$ cat src/rtl/mlab_sr_pkg.sv
// Shared constants, FSM state type and parity helper for the MLAB shift-register writer.
package mlab_sr_pkg;

    localparam int PAY_WIDTH  = 19;
    localparam int WORD_WIDTH = PAY_WIDTH + 1;
    localparam int ADDR_WIDTH = 5;
    localparam int DEPTH      = 2 ** ADDR_WIDTH;
    localparam int RD_LAT     = 2;
    localparam int FILL_MAX   = DEPTH - 1;

    typedef enum logic {
        FILL = 1'b0,
        RUN  = 1'b1
    } fsm_state_e;

    // Parity bit that makes the XOR of the full stored word equal 1.
    function automatic logic odd_parity(input logic [PAY_WIDTH-1:0] payload);
        return ~^payload;
    endfunction

endpackage

$ cat src/rtl/mlab_sr_writer_if.sv
// Bus between the payload source and the MLAB writer, plus the storage-facing outputs.
// Optional PARITY_INJECT_EN adds the inject_err input.
interface mlab_sr_writer_if;
    import mlab_sr_pkg::*;

    // Handshake: a word transfers on any rising clk edge where ena and din_valid are
    // both high; there is no backpressure, the writer always accepts.
    logic                  ena;
    logic [PAY_WIDTH-1:0]  din;
    logic                  din_valid;
    logic [ADDR_WIDTH-1:0] delay;
    logic                  delay_load;
`ifdef PARITY_INJECT_EN
    logic                  inject_err;
`endif
    logic [WORD_WIDTH-1:0] mlab_din;
    logic [ADDR_WIDTH-1:0] mlab_wraddr;
    logic                  mlab_we;
    logic [ADDR_WIDTH-1:0] mlab_rdaddr;
    logic                  primed;
    fsm_state_e            state;

    modport master (
`ifdef PARITY_INJECT_EN
        output inject_err,
`endif
        output ena, din, din_valid, delay, delay_load,
        input  mlab_din, mlab_wraddr, mlab_we, mlab_rdaddr, primed, state
    );

    modport slave (
`ifdef PARITY_INJECT_EN
        input  inject_err,
`endif
        input  ena, din, din_valid, delay, delay_load,
        output mlab_din, mlab_wraddr, mlab_we, mlab_rdaddr, primed, state
    );

endinterface

$ cat src/rtl/mlab_sr_addr_gen.sv
// Circular write pointer, latched tap distance and registered read address
// (write pointer minus delay, modulo the storage depth).
module mlab_sr_addr_gen
    import mlab_sr_pkg::*;
(
    input  logic                  clk,
    input  logic                  arst_n,
    input  logic                  ena,
    input  logic                  advance,
    input  logic                  delay_load,
    input  logic [ADDR_WIDTH-1:0] delay,
    output logic [ADDR_WIDTH-1:0] wr_ptr,
    output logic [ADDR_WIDTH-1:0] rdaddr,
    output logic [ADDR_WIDTH-1:0] delay_q
);

    always_ff @(posedge clk or negedge arst_n) begin
        if (!arst_n) begin
            wr_ptr  <= '0;
            rdaddr  <= '0;
            delay_q <= ADDR_WIDTH'(1);
        end else if (ena) begin
            if (advance) begin
                wr_ptr <= wr_ptr + 1'b1;
            end
            // Natural 5-bit wrap gives the modular subtract for free.
            rdaddr <= wr_ptr - delay_q;
            if (delay_load) begin
                delay_q <= (delay == '0) ? ADDR_WIDTH'(1) : delay;
            end
        end
    end

endmodule

$ cat src/rtl/mlab_sr_writer.sv
// Write-side controller for the 20-bit x 32-deep MLAB delay line: parity append,
// write-enable alignment and FILL/RUN priming FSM. Optional macro: PARITY_INJECT_EN.
module mlab_sr_writer
    import mlab_sr_pkg::*;
(
    input  logic             clk,
    input  logic             arst_n,
    mlab_sr_writer_if.slave  bus
);

    logic                  accepted;
    logic                  parity;
    logic                  we_pend;
    logic [ADDR_WIDTH-1:0] wr_ptr;
    logic [ADDR_WIDTH-1:0] rdaddr;
    logic [ADDR_WIDTH-1:0] delay_q;
    logic [ADDR_WIDTH-1:0] fill_cnt;
    logic [ADDR_WIDTH:0]   fill_sum;
    logic [ADDR_WIDTH-1:0] fill_target;
    fsm_state_e            state;
    fsm_state_e            state_next;

    assign accepted = bus.ena & bus.din_valid;

`ifdef PARITY_INJECT_EN
    assign parity = odd_parity(bus.din) ^ bus.inject_err;
`else
    assign parity = odd_parity(bus.din);
`endif

    mlab_sr_addr_gen u_addr_gen (
        .clk        (clk),
        .arst_n     (arst_n),
        .ena        (bus.ena),
        .advance    (accepted),
        .delay_load (bus.delay_load),
        .delay      (bus.delay),
        .wr_ptr     (wr_ptr),
        .rdaddr     (rdaddr),
        .delay_q    (delay_q)
    );

    assign bus.mlab_rdaddr = rdaddr;

    // Storage latches data/address on its own input register, so we trails by one ena-cycle.
    always_ff @(posedge clk or negedge arst_n) begin
        if (!arst_n) begin
            bus.mlab_din    <= '0;
            bus.mlab_wraddr <= '0;
            we_pend         <= 1'b0;
            bus.mlab_we     <= 1'b0;
        end else if (bus.ena) begin
            we_pend     <= accepted;
            bus.mlab_we <= we_pend;
            if (accepted) begin
                bus.mlab_din    <= {parity, bus.din};
                bus.mlab_wraddr <= wr_ptr;
            end
        end
    end

    // The fill counter saturates at 31, so long delays prime at the saturation point.
    assign fill_sum    = {1'b0, delay_q} + (ADDR_WIDTH + 1)'(RD_LAT);
    assign fill_target = (fill_sum > (ADDR_WIDTH + 1)'(FILL_MAX)) ?
                         ADDR_WIDTH'(FILL_MAX) : fill_sum[ADDR_WIDTH-1:0];

    always_ff @(posedge clk or negedge arst_n) begin
        if (!arst_n) begin
            fill_cnt <= '0;
        end else if (bus.ena) begin
            if (bus.delay_load) begin
                fill_cnt <= {{(ADDR_WIDTH - 1){1'b0}}, accepted};
            end else if (state == FILL && accepted && fill_cnt != ADDR_WIDTH'(FILL_MAX)) begin
                fill_cnt <= fill_cnt + 1'b1;
            end
        end
    end

    // FSM: state register
    always_ff @(posedge clk or negedge arst_n) begin
        if (!arst_n) begin
            state <= FILL;
        end else if (bus.ena) begin
            state <= state_next;
        end
    end

    // FSM: next state
    always_comb begin
        state_next = state;
        if (bus.delay_load) begin
            state_next = FILL;
        end else begin
            case (state)
                FILL:    if (fill_cnt == fill_target) state_next = RUN;
                RUN:     state_next = RUN;
                default: state_next = FILL;
            endcase
        end
    end

    // FSM: outputs
    always_comb begin
        bus.primed = 1'b0;
        bus.state  = state;
        if (state == RUN) begin
            bus.primed = 1'b1;
        end
    end

endmodule

$ cat src/flat_wrapper.sv
// flat-port wrapper written by rule: the top's interface ports become plain ports
module mlab_sr_writer_flat import mlab_sr_pkg::*;
  (clk, arst_n, bus_ena, bus_din, bus_din_valid, bus_delay, bus_delay_load, bus_mlab_din, bus_mlab_wraddr, bus_mlab_we, bus_mlab_rdaddr, bus_primed, bus_state);
  mlab_sr_writer_if bus_i ();
  input  logic clk;
  input  logic arst_n;
  input wire logic [$bits(bus_i.ena)-1:0] bus_ena;
  input wire logic [$bits(bus_i.din)-1:0] bus_din;
  input wire logic [$bits(bus_i.din_valid)-1:0] bus_din_valid;
  input wire logic [$bits(bus_i.delay)-1:0] bus_delay;
  input wire logic [$bits(bus_i.delay_load)-1:0] bus_delay_load;
  output wire logic [$bits(bus_i.mlab_din)-1:0] bus_mlab_din;
  output wire logic [$bits(bus_i.mlab_wraddr)-1:0] bus_mlab_wraddr;
  output wire logic [$bits(bus_i.mlab_we)-1:0] bus_mlab_we;
  output wire logic [$bits(bus_i.mlab_rdaddr)-1:0] bus_mlab_rdaddr;
  output wire logic [$bits(bus_i.primed)-1:0] bus_primed;
  output wire logic [$bits(bus_i.state)-1:0] bus_state;
  assign bus_i.ena = bus_ena;
  assign bus_i.din = bus_din;
  assign bus_i.din_valid = bus_din_valid;
  assign bus_i.delay = bus_delay;
  assign bus_i.delay_load = bus_delay_load;
  assign bus_mlab_din = bus_i.mlab_din;
  assign bus_mlab_wraddr = bus_i.mlab_wraddr;
  assign bus_mlab_we = bus_i.mlab_we;
  assign bus_mlab_rdaddr = bus_i.mlab_rdaddr;
  assign bus_primed = bus_i.primed;
  assign bus_state = bus_i.state;
  mlab_sr_writer u_core (.clk(clk), .arst_n(arst_n), .bus(bus_i));
endmodule
$ cat config.mk
export PLATFORM = sky130hd
export DESIGN_NAME = mlab_sr_writer_flat
export DESIGN_NICKNAME = d
export VERILOG_FILES = /design/src/rtl/mlab_sr_pkg.sv /design/src/rtl/mlab_sr_writer_if.sv /design/src/rtl/mlab_sr_addr_gen.sv /design/src/rtl/mlab_sr_writer.sv /design/src/flat_wrapper.sv
export SDC_FILE = /design/constraint.sdc
export NUM_CORES = 1
export LEC_CHECK = 0
export CAP_MARGIN = 5
export CORE_ASPECT_RATIO = 0.75
export CORE_MARGIN = 2
export CORE_UTILIZATION = 48
export CTS_CLUSTER_SIZE = 20
export DETAILED_ROUTE_END_ITERATION = 7
export GPL_TIMING_DRIVEN = 0
export HOLD_SLACK_MARGIN = 0.05
export PLACE_DENSITY = 0.88
export SLEW_MARGIN = 40
export SYNTH_ARGS = -nofsm -noshare
export SYNTH_HDL_FRONTEND = slang
export SYNTH_SLANG_ARGS = --single-unit
$ cat constraint.sdc
create_clock -name clk -period 2.6 [get_ports clk]
set_clock_uncertainty 0.15 [all_clocks]
set_input_delay 0.39 -clock clk [delete_from_list [all_inputs] [get_ports clk]]
set_output_delay 0.39 -clock clk [all_outputs]
set_load 0.02 [all_outputs]
==> results.md <==
* Psw at around 0.93 mW
* Total Wirelength at 4970 um
* Routability cong. at between 0.8 and 0.9
* Ys Warns at 0
* WL/cell at 15.4 um
* Area of the multi-input gates at between 1000 and 1500 um^2
* Crit-path slowest cell: dfstp_2
* IO Pins at 62
* VDD IR-drop max at around 0.56 mV
* Final setup TNS at 0 ns
* PD cells at approximately 850 nW/um^2
* CP endpoint kind: register
* GR Overflow Total at 0
* DP Worst Slack at 0.376 ns
* CTS tree: built
* Period Utilization, post-route at about 86%
* Share of layout cells above drive strength 1 at between 10% and 20%
* Syn Inst Count at just under 200
* Layout fillers at 386
* Pre-antenna DRT Iters at 4
* CTS Buffer Depth at 2
* Vias in the first global route at around 1800
* Final number of hold-violating endpoints at 0
* Core area at between 4000 and 5000 um^2
* Max cap viols at 0
* Die width at 85.0 um
* Final setup fails at 0
* Reg clk slew, reported paths at ~0.090 ns
* DRC errors left at 0
* First-pass GRT wire length at about 8400 um
* Placed instance count at ~320
* Worst Path Required at 2.63 ns
* Syn_nets at between 200 and 250
* Crit Path Class: register to register
* Sw Ratio at 34.7%
* CP arrival at roughly 2.3 ns
* DP Wirelength at roughly 3800 um
* Share of the synthesized area in the top cell type at between 40% and 50%
* DRT iter0 DRCs at 57
* Total power at 2.68 mW
* Fin crit period at 2.24 ns
* CP Cell Sequence: ha_1 -> inv_1 -> fa_1 -> a21o_1 -> a21oi_1 -> xnor2_1 -> mux2_2
* Initial antenna violation count at 0
* Syn Area/Cell at 12.2 um^2
* Total CTS buffers at 5
* Mapped cell area at approximately 2400 um^2
* Internal power at about 1.8 mW
* Min-Delay Path Class: primary input to register
* Resize count post-CTS at 0
* Count of non-filler cells in the finished layout at ~320
* Slew margin rel. at between 60% and 70%
* Maximum clock rate at roughly 450 MHz
* Num rows at 22
* Crit path max fanout at 5
* Register share of total power at roughly two fifths
* Unrepaired setup endpoints after global routing: false
* Worst-Margin Slew at a little under 0.5 ns
* Ant. Diodes at 0
* Synth top area cells: dfrtp_1 50%, mux2_2 15%, xnor2_1 9.3%, ha_1 4.2%, a21oi_1 2.3%
* Post-DP Area at slightly above 3000 um^2
* Number of hold buffers added after cts at 1
* DRT antenna net count at 0
* Final Cell Area at 3150 um^2
* Crit-path max cell delay at 0.59 ns
* Root buf cell: clkbuf_8
* Distinct cells, synth at 32
* Max H-tree Level at 2
* Routed via count at between 1500 and 2000
* Via density at between 5 and 6
* Largest net degree at the start of global routing at 26
* DIE AREA at roughly 5500 um^2
* Worst-skew pair later-pin latency at 0.29 ns
* Nets at 301
* Area Growth Syn to Fin at 33.4%
* Largest area contributor in the netlist: dfrtp_1
* R2R Setup Slk at 0.36 ns
* CTS sink cnt at 48
* Register area share after synthesis at between 50% and 60%
* Status: complete, no violations
* Postcts setup bufs at 0
* Clk pwr share at about 16%
* Pleak at approximately 1.4 nW
* Gate power share at 42.6%
* Worst Slack Setup Final at around 0.36 ns
* Die height at ~65 um
* Fin. max-slew vios at 0
* IO buf count at 60
* Top delay family on crit path: flip-flops
* Reg area at ~1200 um^2
* Element type at the critical path start: register
* GRT Total Usage at between 10% and 20%
* Starting Density at just under 50%
* Critical path buffer and inverter count at 1
* Flops & latches, synth at 48
[cells in the final DEF, fill, tap and decap left out]
master and n:
a21o_1 2, a21oi_1 11, a311o_1 2, a41oi_1 1, and2_1 1, and3_1 2
buf_1 1, buf_16 1, buf_2 5, buf_4 2, clkbuf_1 2, clkbuf_8 5
clkdlybuf4s50_1 59, clkinv_2 1, dfrtp_1 47, dfstp_2 1, dlygate4sd3_1 1, fa_1 1
ha_1 8, inv_1 9, mux2_2 32, mux2i_1 2, nand2_1 9, nand2b_1 3
nand3_1 2, nand4_1 3, nor2_1 8, nor3_2 1, nor4_1 2, o211a_1 1
o21ai_0 3, o21ai_1 1, o22ai_1 3, o31ai_1 1, xnor2_1 25, xnor3_1 1
xor2_1 4
[power groups by stage]
stage	clock network (mW)	logic [mW]	registers (mW)
after floorplan	0	0.535	1.26
after global placement	0	1.10	1.12
after detailed placement	0	1.14	1.13
after CTS	0.437	1.16	1.12
after global routing	0.470	1.25	1.15
final	0.421	1.14	1.12
[registers in the layout, indices dropped and copies added, names as in the netlist]
| name | flops |
|---|---|
| u_core.bus.mlab_din | 20 |
| u_core.bus.mlab_we | 1 |
| u_core.bus.mlab_wraddr | 5 |
| u_core.bus.state | 1 |
| u_core.fill_cnt | 5 |
| u_core.u_addr_gen.delay_q | 5 |
| u_core.u_addr_gen.rdaddr | 5 |
| u_core.u_addr_gen.wr_ptr | 5 |
| u_core.we_pend | 1 |
[worst reg2reg max path, cell delays in order (launching register included)]
cell and delay [ns]:
dfstp_2 0.59, ha_1 0.16, inv_1 0.06, fa_1 0.41, a21o_1 0.21, a21oi_1 0.20
xnor2_1 0.10, mux2_2 0.26
[cells in the mapped netlist, drive strengths merged]
| cell type | count |
|---|---|
| mux2i | 2 |
| nor4 | 2 |
| xnor2 | 25 |
| nor2 | 8 |
| o21ai | 4 |
| and2 | 1 |
| o31ai | 1 |
| xor2 | 4 |
| nand4 | 3 |
| nand2 | 9 |
| a311o | 2 |
| a21o | 2 |
| dfstp | 1 |
| nor3 | 1 |
| and3 | 2 |
| dfrtp | 47 |
| o22ai | 3 |
| clkbuf | 1 |
| fa | 1 |
| nand3 | 2 |
| inv | 9 |
| buf | 7 |
| mux2 | 32 |
| a41oi | 1 |
| xnor3 | 1 |
| ha | 8 |
| a21oi | 11 |
| o211a | 1 |
| nand2b | 3 |
[layer usage]
layer	wire (um)	global-route usage [%]	part of all wire, %
met1	2230	26.5	45
met2	2310	31.2	47
met3	312	4.33	6.3
met4	117	8.73	2.4
met5	0	0	0
[area by class of cell]
type | count | area share (%)
flip-flops and latches | 48 | 38.2
repair buffers | 62 | 20.2
well taps | 60 | 2.38
multi-input cells | 129 | 34.4
clock inverters | 1 | 0.159
clock buffers | 6 | 2.30
plain buffers | 8 | 1.27
inverters | 9 | 1.07
[logic make-up after synthesis]
| family | after synthesis | synth area share [%] |
|---|---|---|
| flops | 48 | 50.9 |
| xor+xnor | 30 | 11.7 |
| mux | 34 | 16.1 |
| compound gates | 25 | 6.57 |
| fa+ha+maj | 9 | 5.09 |
| simple gates | 31 | 6.47 |
| buf+inv | 17 | 3.13 |
[per-stage QoR]
step / hold WS [ns] / utilization [%]
floorplan: -0.0556 / -
global placement: 0.316 / 63.0
detailed placement: 0.176 / 63.6
CTS: 0.317 / 65.4
global route: 0.323 / 65.4
finish: 0.323 / 65.4
[final timing paths]
check	startpoint	end	depth (start not counted)
max	u_core.u_addr_gen.delay_q[0]	u_core.u_addr_gen.rdaddr[4]	7
min	bus_ena	u_core.u_addr_gen.rdaddr[4]	2
max reg2reg	u_core.u_addr_gen.delay_q[0]	u_core.u_addr_gen.rdaddr[4]	7
min reg2reg	u_core.bus.mlab_wraddr[0]	u_core.bus.mlab_wraddr[0]	2
max in group asynchronous	arst_n	u_core.u_addr_gen.delay_q[0]	3
min in group asynchronous	arst_n	u_core.u_addr_gen.rdaddr[0]	2
(Power assumes the default switching activity.)
